[src/rtl/work_pkg.sv]
// Shared definitions for the work-unit serial transmitter and its bit timer.
// State encodings are one-hot so each state decodes from a single flop.
package work_pkg;

    localparam int WORK_BITS      = 512;
    localparam int UART_DATA_BITS = 8;

    typedef enum logic [4:0] {
        ST_IDLE  = 5'b00001,
        ST_START = 5'b00010,
        ST_DATA  = 5'b00100,
        ST_STOP  = 5'b01000,
        ST_GAP   = 5'b10000
    } tx_state_t;

endpackage

[src/rtl/uart_bit_timer.sv]
// Bit-time counter: tick is high on the last clk cycle of every bit-time.
// The owner pulses restart to start a fresh bit-time on the following cycle.
module uart_bit_timer #(
    parameter int CLKS_PER_BIT = 434
) (
    input  logic clk,
    input  logic reset_n,
    input  logic restart,
    output logic tick
);

    localparam int            CW       = (CLKS_PER_BIT > 1) ? $clog2(CLKS_PER_BIT) : 1;
    localparam logic [CW-1:0] LAST_CNT = CW'(CLKS_PER_BIT - 1);

    logic [CW-1:0] baud_cnt;

    assign tick = (baud_cnt == LAST_CNT);

    always_ff @(posedge clk or negedge reset_n) begin
        if (!reset_n) begin
            baud_cnt <= '0;
        end else if (restart || tick) begin
            baud_cnt <= '0;
        end else begin
            baud_cnt <= baud_cnt + 1'b1;
        end
    end

endmodule

[src/rtl/work_transmit.sv]
// Serialises a captured {midstate,data2} work unit as BYTES UART 8N1 characters,
// most significant byte first, each byte LSB-first, with optional mark gaps.
module work_transmit
    import work_pkg::*;
#(
    parameter int CLKS_PER_BIT = 434,
    parameter int BYTES        = 64,
    parameter int GAP_BITS     = 0
) (
    input  logic         clk,
    input  logic         reset_n,
    input  logic         send,
    input  logic [255:0] midstate,
    input  logic [255:0] data2,
    output logic         TxD,
    output logic         busy,
    output logic         done
);

    localparam int             BCW       = (BYTES > 1) ? $clog2(BYTES) : 1;
    localparam logic [BCW-1:0] LAST_BYTE = BCW'(BYTES - 1);
    localparam logic [3:0]     GAP_LAST  = (GAP_BITS > 0) ? 4'(GAP_BITS - 1) : 4'd0;

    tx_state_t            state;
    tx_state_t            state_next;
    logic [WORK_BITS-1:0] shadow;
    logic [WORK_BITS-1:0] shadow_next;
    logic [2:0]           bit_cnt;
    logic [2:0]           bit_cnt_next;
    logic [BCW-1:0]       byte_cnt;
    logic [BCW-1:0]       byte_cnt_next;
    logic [3:0]           gap_cnt;
    logic [3:0]           gap_cnt_next;
    logic [UART_DATA_BITS-1:0] next_byte;
    logic                 tick;
    logic                 timer_restart;
    logic                 byte_end;
    logic                 frame_end;
    logic                 accept;
    logic                 tx_next;

    // Hold the timer cleared while idle and restart it on every state entry.
    assign timer_restart = (state == ST_IDLE) || (state_next != state);

    uart_bit_timer #(
        .CLKS_PER_BIT (CLKS_PER_BIT)
    ) u_bit_timer (
        .clk     (clk),
        .reset_n (reset_n),
        .restart (timer_restart),
        .tick    (tick)
    );

    always_comb begin
        state_next    = state;
        shadow_next   = shadow;
        bit_cnt_next  = bit_cnt;
        byte_cnt_next = byte_cnt;
        gap_cnt_next  = gap_cnt;
        byte_end      = 1'b0;
        frame_end     = 1'b0;
        accept        = 1'b0;
        tx_next       = 1'b1;
        next_byte     = '0;

        case (state)
            ST_IDLE: begin
                accept = send;
            end
            ST_START: begin
                if (tick) begin
                    state_next   = ST_DATA;
                    bit_cnt_next = 3'd0;
                end
            end
            ST_DATA: begin
                if (tick) begin
                    if (bit_cnt == 3'd7) begin
                        state_next = ST_STOP;
                    end else begin
                        bit_cnt_next = bit_cnt + 3'd1;
                    end
                end
            end
            ST_STOP: begin
                if (tick) begin
                    if (GAP_BITS == 0) begin
                        byte_end = 1'b1;
                    end else begin
                        state_next   = ST_GAP;
                        gap_cnt_next = 4'd0;
                    end
                end
            end
            ST_GAP: begin
                if (tick) begin
                    if (gap_cnt == GAP_LAST) begin
                        byte_end = 1'b1;
                    end else begin
                        gap_cnt_next = gap_cnt + 4'd1;
                    end
                end
            end
            default: begin
                state_next = ST_IDLE;
            end
        endcase

        // A request still high at the frame end restarts immediately, so busy never drops.
        if (byte_end) begin
            if (byte_cnt == LAST_BYTE) begin
                frame_end     = 1'b1;
                state_next    = ST_IDLE;
                byte_cnt_next = '0;
                accept        = send;
            end else begin
                byte_cnt_next = byte_cnt + 1'b1;
                shadow_next   = shadow << UART_DATA_BITS;
                state_next    = ST_START;
            end
        end

        if (accept) begin
            shadow_next   = {midstate, data2};
            byte_cnt_next = '0;
            bit_cnt_next  = 3'd0;
            gap_cnt_next  = 4'd0;
            state_next    = ST_START;
        end

        // TxD is registered from the next-state view so the line never glitches.
        next_byte = shadow_next[WORK_BITS-1 -: UART_DATA_BITS];
        case (state_next)
            ST_START: tx_next = 1'b0;
            ST_DATA:  tx_next = next_byte[bit_cnt_next];
            default:  tx_next = 1'b1;
        endcase
    end

    always_ff @(posedge clk or negedge reset_n) begin
        if (!reset_n) begin
            state    <= ST_IDLE;
            shadow   <= '0;
            bit_cnt  <= 3'd0;
            byte_cnt <= '0;
            gap_cnt  <= 4'd0;
            TxD      <= 1'b1;
            busy     <= 1'b0;
            done     <= 1'b0;
        end else begin
            state    <= state_next;
            shadow   <= shadow_next;
            bit_cnt  <= bit_cnt_next;
            byte_cnt <= byte_cnt_next;
            gap_cnt  <= gap_cnt_next;
            TxD      <= tx_next;
            busy     <= (state_next != ST_IDLE);
            done     <= frame_end;
        end
    end

endmodule

[config.mk]
export PLATFORM = sky130hd
export DESIGN_NAME = work_transmit
export DESIGN_NICKNAME = d
export VERILOG_FILES = /design/src/rtl/work_pkg.sv /design/src/rtl/uart_bit_timer.sv /design/src/rtl/work_transmit.sv
export SDC_FILE = /design/constraint.sdc
export NUM_CORES = 1
export LEC_CHECK = 0
export ABC_AREA = 1
export CAP_MARGIN = 20
export CORE_MARGIN = 5
export CORE_UTILIZATION = 48
export CTS_BUF_LIST = sky130_fd_sc_hd__clkbuf_4
export DETAILED_ROUTE_END_ITERATION = 8
export PLACE_DENSITY = 0.85
export SYNTH_ARGS = -nofsm -noshare
export SYNTH_HDL_FRONTEND = slang
export SYNTH_HIERARCHICAL = 1
export SYNTH_SLANG_ARGS = --single-unit
[constraint.sdc]
create_clock -name clk -period 2.5 [get_ports clk]
set_input_delay 0.75 -clock clk [delete_from_list [all_inputs] [get_ports clk]]
set_output_delay 0.75 -clock clk [all_outputs]
set_load 0.005 [all_outputs]
After elaboration in Yosys (flattened, before gate mapping)
Index checks and enable logic that the tools add are counted.

Bits in registers: 542. Input port bits: 515. Logic and storage cells: 73.

$add $sub $neg: 4. Order comparisons: 1. Eq/ne operators: 14. Multiplexer cells: 35. Reductions and logical operators: 9.

Operator list (count): $mux 512 (3); $mux 5 (5); $mux 6 (3); $mux 4 (4); $pmux 5 s3 (1); $mux 3 (4); $eq 5x2->1 const B (2); $eq 5x3->1 const B (2); $add 9x1->9 const B (1); $eq 9x9->1 const B (1); $mux 1 (9); $mux 9 (1); $add 6x1->6 const B (1); $eq 6x6->1 const B (1); $pmux 3 s2 (1); $reduce_bool 2->1 (3); $eq 5x1->1 const B (1); $eq 5x4->1 const B (1); $eq 5x5->1 const B (1); $ne 5x1->1 const B (1); $ne 5x5->1 (1); $add 4x1->4 const B (1); $logic_not 4->1 (1); $lt 3x4->1 const B (1); 10 further kinds (13).

Depth between registers and ports, before layout
Gate-level depths: netlist of run 1.

Word-level depth: 10. Mapped depth: 21. Mapped depth without buffers: 21.

Cells and area by module
Netlist of run 1, hierarchy kept.

By module, submodules not included: work_transmit (instances 1, cells an instance 2919, area an instance 23408.7 um^2, sequential area each 13340.3 um^2); uart_bit_timer (instances 1, cells an instance 68, area an instance 503.0 um^2, sequential area each 225.2 um^2).

Worst setup path after synthesis of run 1
Ideal clock, no wire load.

Kind: reg2reg. Start point: register u_bit_timer.baud_cnt[0]. End point: register u_bit_timer.baud_cnt[3]. Data arrival time: 2.246 ns. Setup slack: 0.133 ns. Stages on the path, launching flop included: 21. Clock period less this slack: 2.367 ns. Cells stage by stage: dfrtp_1 > ha_1 > nand2_1 > nor2_1 > nand2_1 > inv_1 > inv_2 > nor2_1 > nand2_4 > nand2_4 > inv_4 > nor2_8 > nor2_4 > buf_2 > nand2_1 > o21ai_0 > inv_1 > o2111ai_1 > inv_1 > nand2_2 > nor2_1.

Longest elaborated chain between the ends: 9. Elaborated cells on any way between the ends: 15. Classes of those cells: 1 x add/sub; 2 x eq/ne; 10 x mux; 2 x reduce/logical.

RTL lines: start: declaration (line uart_bit_timer.sv:15) `logic [CW-1:0] baud_cnt;`; start signal: assignment (line uart_bit_timer.sv:25) `baud_cnt <= baud_cnt + 1'b1;`; $eq 9x9->1 (*) (line uart_bit_timer.sv:17) `assign tick = (baud_cnt == LAST_CNT);`; named net tick (line work_transmit.sv:35) `logic tick;`; $mux 5 (tied with other cells) (line work_transmit.sv:77) `if (tick) begin`; $pmux 5 s3 / $pmux 1 s2 (equally long branches) (line work_transmit.sv:66) `case (state)`; $mux 5 / $mux 1 (equally long branches) (line work_transmit.sv:110) `if (byte_end) begin`; $mux 5 (*) (line work_transmit.sv:123) `if (accept) begin`; named net state_next[1] (line work_transmit.sv:25) `tx_state_t state_next;`; $ne 5x5->1 (*) (line work_transmit.sv:43) `assign timer_restart = (state == ST_IDLE) || (state_next != state);`; $logic_or 1x1->1 (*) (line work_transmit.sv:43); named net timer_restart (line work_transmit.sv:36) `logic timer_restart;`; $logic_or 1x1->1 (*) (line uart_bit_timer.sv:22) `end else if (restart || tick) begin`; $mux 9 (*) (line uart_bit_timer.sv:22).

The timed path passes the listed nets; every way through them passes the cells marked *. A chain may end at the register's enable or synchronous reset.

Final worst setup path of run 1
Start point: register u_bit_timer.baud_cnt[0]. End point: register u_bit_timer.baud_cnt[4].

Same word-level chain as after synthesis.

==> run summary, run 1 <==
STATUS
--------------------------------------------------------------------------------------
Result of the run ....................................................... complete, no violations

TIMING
--------------------------------------------------------------------------------------
Total count of max-transition violations in the final report ............            0
Final number of setup-violating endpoints ...............................            0
Final critical-path share of the clock period ...........................        95.9%
Worst slew margin relative to its limit .................................        67.5%
Pin slew with the least headroom to its limit ...........................     0.488 ns
Final setup skew ........................................................    0.0520 ns
Time the final worst path needs with I/O delays and setup ...............      2.40 ns
Achievable frequency ....................................................    0.417 GHz
Final number of hold-violating endpoints ................................            0
Minimum hold slack ......................................................     0.275 ns

SETUP PATH
--------------------------------------------------------------------------------------
Worst setup EP type .....................................................     register
Cell breakdown of the critical path ..................................... ha_1 -> nand2_1 -> nor2_1 -> nand2_2 -> inv_2 -> buf_4 -> nand4_4 -> nand3_2 -> nand2_4 -> inv_8 -> nor2_4 -> nand2_2 -> o21ai_0 -> inv_1 -> o2111ai_1 -> inv_1 -> nand2_4 -> nor2_1
FF-to-FF Start .......................................................... u_bit_timer/baud_cnt[0]
Setup slack of the worst register-to-register path ......................      0.10 ns
Endpoint of the most critical register-to-register path ................. u_bit_timer/baud_cnt[4]
CP Buf/Inv Count ........................................................            5
Critical Path Stages ....................................................           18
Crit path largest cell delay ............................................      0.38 ns
Cell class contributing the biggest share of worst-path delay ........... simple AND/OR/NAND/NOR gates
Critical path start-end classification .................................. register to register
Critical Path Fanout Max ................................................            8
Endpoint of the worst setup timing path ................................. u_bit_timer/baud_cnt[4]
Source of the critical timing path ...................................... u_bit_timer/baud_cnt[0]
Type of element launching the critical path .............................     register
Worst r2r path cells ....................................................           18
Slowest cell on crit path ...............................................      dfrtp_1
WP data required ........................................................      3.35 ns
Worst endpoint data arrival time ........................................      3.24 ns

PWR
--------------------------------------------------------------------------------------
Worst VDD drop ..........................................................       334 uV
Static power due to leakage .............................................      14.1 nW
Total Power Consumption .................................................      17.7 mW
Pwr dens ................................................................   544 nW/um2

GLOBAL ROUTING
--------------------------------------------------------------------------------------
Global-route total usage across every layer .............................        27.1%
Number of antenna violations at the first check in global routing .......           13
Largest net degree at the start of global routing .......................           75
Grt met1 use ............................................................        34.8%
GR Layer Usage met2 .....................................................        43.1%
Global-route congestion overflow total ..................................            0
Via count of the first global-routing pass ..............................        22.8k
Wire length of the first global-routing pass ............................       117 mm
Layer carrying the most global-route usage ..............................         met2
Met3 routing resource usage after global routing ........................        6.75%

SYNTH
--------------------------------------------------------------------------------------
Number of distinct standard cells referenced by the synthesized netlist .           33
Flop and latch count out of synthesis ...................................          542
Post-synthesis instance total ...........................................         2987
Post-synthesis sequential area ratio ....................................        56.7%
Synthesized area per cell ...............................................     8.01 um2
Yosys synthesis warning count ...........................................            6
Syn nets ................................................................         3508
Netlist area before placement ...........................................    23900 um2

FINISH
--------------------------------------------------------------------------------------
Post-route cell area ....................................................    32600 um2
Commonest non-fill, non-tap cells in the layout ......................... nand2_1, dfrtp_1, nand3_1
Share of layout cells above drive strength 1 ............................        10.4%
Final layout net count ..................................................         4135
Most frequent standard cell in the layout excluding fill and tap cells ..      nand2_1
Layout area overhead ....................................................        36.2%

FLOORPLAN
--------------------------------------------------------------------------------------
Chip Width ..............................................................       233 um
Initial cell density of the core ........................................        48.6%
Total Die Area ..........................................................    54400 um2
Core Footprint ..........................................................    49200 um2
I/O pin total ...........................................................          518
Placement Rows ..........................................................           81
Overall die height ......................................................       233 um

CLOCK TREE
--------------------------------------------------------------------------------------
H-tree Lvls .............................................................            4
Clock Sink Count ........................................................          542
Cts bufs inserted .......................................................          143
Deepest clock path buffer count .........................................            3
Worst-path clk slew .....................................................      0.07 ns
Clk Latency, worst-skew pair ............................................      0.99 ns
TritonCTS clock tree ....................................................         done
Root Buffer .............................................................     clkbuf_4

PLACED DESIGN
--------------------------------------------------------------------------------------
Post-DP Area ............................................................    30500 um2
Placed wire-length estimate after detailed placement ....................      53.3 mm
Final weighted congestion in routability-driven placement ...............        0.950
Port bufs ...............................................................          517

JOB
--------------------------------------------------------------------------------------
Count of max-cap constraint violations ..................................            0

ROUTING
--------------------------------------------------------------------------------------
Vias/cell ...............................................................         5.22
Post-route DRC violation count ..........................................            0
Remaining antenna violation count after routing .........................            0
Via Count ...............................................................        22.9k
Average routed wire per standard cell ...................................      17.1 um
TritonRoute pass-1 iters ................................................            6
Wire length after detailed routing ......................................      74.8 mm
First-iteration detailed-routing DRC count ..............................         2133

WORST HOLD PATH
--------------------------------------------------------------------------------------
Class of the worst hold path ............................................ input port to asynchronous set/reset pin

==> flip-flops by register name, summed over array words and instances (netlist names) <==
name	count
done	1
TxD	1
bit_cnt	3
state	5
gap_cnt	4
shadow	512
byte_cnt	6
busy	1
u_bit_timer/baud_cnt	9
==> cell usage after synthesis (all sizes together) <==
cell type / number / area [um2]
nand2: 1606 / 6050
dfrtp: 540 / 13500
nand3: 528 / 2640
buf: 125 / 692
clkbuf: 46 / 173
nor2: 43 / 210
inv: 40 / 153
a21oi: 12 / 63.8
a22o: 8 / 70.1
ha: 6 / 75.1
o21ai: 6 / 30.0
nand4: 5 / 37.5
a31oi: 4 / 25.0
nor3: 4 / 20.0
xor2: 4 / 35.0
xnor2: 3 / 26.3
dfstp: 2 / 52.6
o211ai: 2 / 15.0
a21boi: 1 / 11.3
o2111ai: 1 / 8.76
o21a: 1 / 7.51
==> what timing repair did <==
| item | CTS | global route |
|---|---|---|
| hold endpoints to repair | 302 | 0 |
| hold buffers | 1 | 0 |
| pin swaps | 0 | 3 |
| gates cloned | 4 | 0 |
| resized for setup | 20 | 17 |
| setup buffers | 0 | 1 |
| setup endpoints to repair | 117 | 511 |
==> worst register-to-register path, cell delays in order, from the launching register on <==
cell and delay [ns]:
dfrtp_1 0.38, ha_1 0.19, nand2_1 0.06, nor2_1 0.05
nand2_2 0.08, inv_2 0.06, buf_4 0.14, nand4_4 0.11
nand3_2 0.13, nand2_4 0.11, inv_8 0.05, nor2_4 0.23
nand2_2 0.08, o21ai_0 0.15, inv_1 0.05, o2111ai_1 0.10
inv_1 0.13, nand2_4 0.13, nor2_1 0.06
==> metrics by stage <==
step / TNS, ns / instances / setup WS (ns) / utilization [%]
after floorplan: 0 / 2987 / 0.133 / -
after global placement: -9.83 / 4127 / -0.0867 / 62.1
after detailed placement: -19.23 / 4127 / -0.129 / 62.1
after CTS: -0.0963 / 4369 / -0.0498 / 66.1
after global routing: -0.392 / 4383 / -0.0441 / 66.3
final: 0 / 4385 / 0.104 / 66.3
==> where the power goes <==
group / leakage, nW / switching (mW) / internal, mW
combinational: 8.10 / 0.357 / 0.754
clock: 1.05 / 3.70 / 4.12
sequential: 4.91 / 0.0121 / 8.79
==> cells by family after synthesis <==
kind of cell               count (synthesis)  synth area share [%]
AOI/OAI and AO/OA                         35                 0.968
xor gates and xnor gates                   7                 0.256
adders and majority gates                  6                 0.314
buffers and inverters                    211                  4.25
DFF                                      542                  56.7
and+or+nand+nor                         2186                  37.5
==> worst min-delay path by stage <==
stage	end	slack (ns)	depth (start not counted)
2_1_floorplan	bit_cnt[0]	0.45	0
3_3_place_gp	shadow[418]	0.46	2
3_5_place_dp	shadow[148]	0.47	2
4_1_cts	shadow[453]	0.15	2
5_1_grt	shadow[438]	0.21	2
6_report	shadow[453]	0.28	2
==> per-layer routing <==
metal | routed length [um] | share of wire [%]
met5 | 28 | 0.037
met4 | 2860 | 3.8
met3 | 6550 | 8.7
met2 | 36100 | 48
met1 | 29300 | 39
==> layout make-up <==
type                    instances  area, um2
clock buffers                 202       1520
flip-flops and latches        542      13600
clock inverters                35        268
inverters                      40        160
diodes                         15       37.5
well taps                     664        831
repair buffers                653       6830
multi-input cells            2234       9370
fillers                      3808      16600
No activity file was read; power rests on OpenSTA's default activity.
==> run 2, diff against run 1 <==
CORE_UTILIZATION = 50   (was 48)
clock period = 2.87 ns   (was 2.5 ns; I/O delays follow)
==> run summary, run 2 (synthesis gave the netlist of run 1 again) <==
STATUS
-------------------------------------------------------------------------------------
Result of the run ...................................................... complete, no violations

CLOCK TREE
-------------------------------------------------------------------------------------
Clk Latency, worst-skew pair ...........................................      0.96 ns
Buffers inserted by post-CTS timing repair .............................            0
Cts bufs inserted ......................................................          143
Deepest clock path buffer count ........................................            3
Worst-path clk slew ....................................................      0.07 ns
H-tree Lvls ............................................................            4
Clock Sink Count .......................................................          542
Root Buffer ............................................................     clkbuf_4
TritonCTS clock tree ...................................................         done

ROUTING
-------------------------------------------------------------------------------------
Routed met2 length .....................................................      34.1 mm
Remaining antenna violation count after routing ........................            0
Via Count ..............................................................        22.2k
TritonRoute pass-1 iters ...............................................            6
Wire length on met3 ....................................................      5.26 mm
First-iteration detailed-routing DRC count .............................         2342
Highest metal layer used by the detailed router ........................         met5
Wire length after detailed routing .....................................      71.6 mm
Post-route DRC violation count .........................................            0
Average routed wire per standard cell ..................................      16.9 um
Met1 layer wirelength in the final routing .............................      29.2 mm
Vias/cell ..............................................................         5.23

FLOORPLAN
-------------------------------------------------------------------------------------
Core Footprint .........................................................    47500 um2
Initial cell density of the core .......................................        50.3%
Placement Rows .........................................................           80
Total Die Area .........................................................    52300 um2
Chip Width .............................................................       229 um
I/O pin total ..........................................................          518
Overall die height .....................................................       229 um

TIMING
-------------------------------------------------------------------------------------
Achievable frequency ...................................................    0.378 GHz
Total Neg Setup Slack ..................................................         0 ns
Minimum hold slack .....................................................     0.438 ns
Final number of hold-violating endpoints ...............................            0
Total count of max-transition violations in the final report ...........            0
RSZ-0062 raised after global routing ...................................           no
Pin slew with the least headroom to its limit ..........................     0.588 ns
Final number of setup-violating endpoints ..............................            0
Final critical-path share of the clock period ..........................        92.1%
Final setup skew .......................................................    0.0809 ns
Worst slew margin relative to its limit ................................        60.8%
Time the final worst path needs with I/O delays and setup ..............      2.64 ns

GLOBAL ROUTING
-------------------------------------------------------------------------------------
Largest net degree at the start of global routing ......................           94
Global-route congestion overflow total .................................            0
Wire length of the first global-routing pass ...........................       113 mm
Via count of the first global-routing pass .............................        21.9k
Global-route total usage across every layer ............................        26.8%
Number of antenna violations at the first check in global routing ......           15

FINISH
-------------------------------------------------------------------------------------
Filler Cell Count ......................................................         3751
Share of layout cells above drive strength 1 ...........................        8.37%
Commonest non-fill, non-tap cells in the layout ........................ nand2_1, dfrtp_1, nand3_1
Largest register FFs ...................................................          512
Layout area overhead ...................................................        32.1%
Largest reg by FF count ................................................       shadow
Most frequent standard cell in the layout excluding fill and tap cells .      nand2_1
Final layout net count .................................................         4059
Utilization after layout ...............................................        66.4%
Footprint of the flip-flops and latches ................................    13600 um2
Combined area of the multi-input logic cells ...........................     9330 um2
Post-route cell area ...................................................    31600 um2
Non-filler cells in the finished layout ................................         4250
Largest registers in the final layout .................................. shadow (512), u_bit_timer/baud_cnt (9), byte_cnt (6)

SETUP PATH
-------------------------------------------------------------------------------------
Type of element launching the critical path ............................     register
Slowest cell on crit path ..............................................        buf_4
Cell breakdown of the critical path .................................... inv_1 -> ha_1 -> nand2_1 -> nor2_1 -> nand2_1 -> inv_2 -> inv_2 -> nor2_2 -> nand2_4 -> nand3_1 -> nand2_2 -> inv_8 -> nor2_4 -> buf_12 -> buf_4 -> nand2_1 -> nand3_1
Critical path start-end classification ................................. register to register
Crit path largest cell delay ...........................................      0.37 ns
Critical Path Fanout Max ...............................................           61
Worst setup EP type ....................................................     register
Worst endpoint data arrival time .......................................      3.46 ns
WP data required .......................................................      3.68 ns
Most frequent CP cell ..................................................      nand2_1

PWR
-------------------------------------------------------------------------------------
Pwr dens ...............................................................   486 nW/um2
Worst VDD drop .........................................................       303 uV
Static power due to leakage ............................................      13.5 nW

PLACED DESIGN
-------------------------------------------------------------------------------------
Cell count after placement .............................................         4006
Port bufs ..............................................................          517
Final weighted congestion in routability-driven placement ..............        0.906
Placed wire-length estimate after detailed placement ...................      50.6 mm
Post-DP Area ...........................................................    29700 um2

WORST HOLD PATH
-------------------------------------------------------------------------------------
Class of the worst hold path ........................................... input port to asynchronous set/reset pin

JOB
-------------------------------------------------------------------------------------
Count of max-cap constraint violations .................................            0

==> run 2: cell count changes in the layout (fill, tap and decap cells not counted), sizes merged <==
cell,previous run,this run
diode,15,13
clkdlybuf4s50,513,515
clkinvlp,4,0
clkinv,24,16
clkbuf,202,206
bufbuf,1,0
buf,136,59
inv,43,44
clkdlybuf4s15,1,0
==> run 2: worst paths after layout <==
check / start / endpoint / slack, ns / cells past startpoint
max reg2reg: u_bit_timer/baud_cnt[1] / shadow[478] / 0.23 / 17
max: u_bit_timer/baud_cnt[1] / shadow[478] / 0.23 / 17
max in group asynchronous: reset_n / shadow[417] / 1.45 / 3
min reg2reg: shadow[410] / shadow[418] / 0.45 / 2
min: reset_n / shadow[335] / 0.44 / 2
min in group clk: shadow[410] / shadow[418] / 0.45 / 2
==> run 2: metrics by stage <==
| step | total power [mW] | worst slack (ns) |
|---|---|---|
| 2_1_floorplan | 7.83 | 0.503 |
| 5_1_grt | 16.0 | 0.00617 |
| 3_3_place_gp | 8.75 | 0.0671 |
| 6_report | 15.4 | 0.226 |
| 4_1_cts | 15.5 | 0.0662 |
| 3_5_place_dp | 8.76 | -0.0457 |
==> run 2: layer usage <==
layer | up-vias | GRT usage [%]
met1 | 10500 | 35.2
met4 | 6 | 13.4
met5 | - | 0
met2 | 939 | 42.3
li1 | 10600 | -
met3 | 172 | 6.26
==> run 2: power breakdown <==
part           switching [mW]  total, mW  internal [mW]
sequential             0.0101       7.66           7.65
combinational           0.301      0.947          0.646
clock                    3.15       6.75           3.60
==> run 2: critical path: cells and delay by family (launching register included) <==
family / cells / cell delay (ns)
AND/OR/NAND/NOR: 10 / 1.02
buffers and inverters: 6 / 0.96
flip-flops: 1 / 0.36
adder cells (fa/ha/maj): 1 / 0.16
==> run 2: repair_timing <==
item / 4_1_cts / 5_1_grt
hold buffers: 1 / 0
gates cloned: 0 / 1
pin swaps: 0 / 0
endpoints found under the hold margin: 28 / 0
setup endpoints to repair: 1 / 233
resized for setup: 1 / 9
==> run 2: layout make-up <==
type                            instances  share of cell area (%)
Antenna cell                           13                   0.103
Clock buffer                          205                    4.87
Clock inverter                         24                   0.650
Inverter                               40                   0.507
Multi-Input combinational cell       2234                    29.6
Sequential cell                       542                    42.9
Tap cell                              615                    2.44
Timing Repair Buffer                  577                    18.9
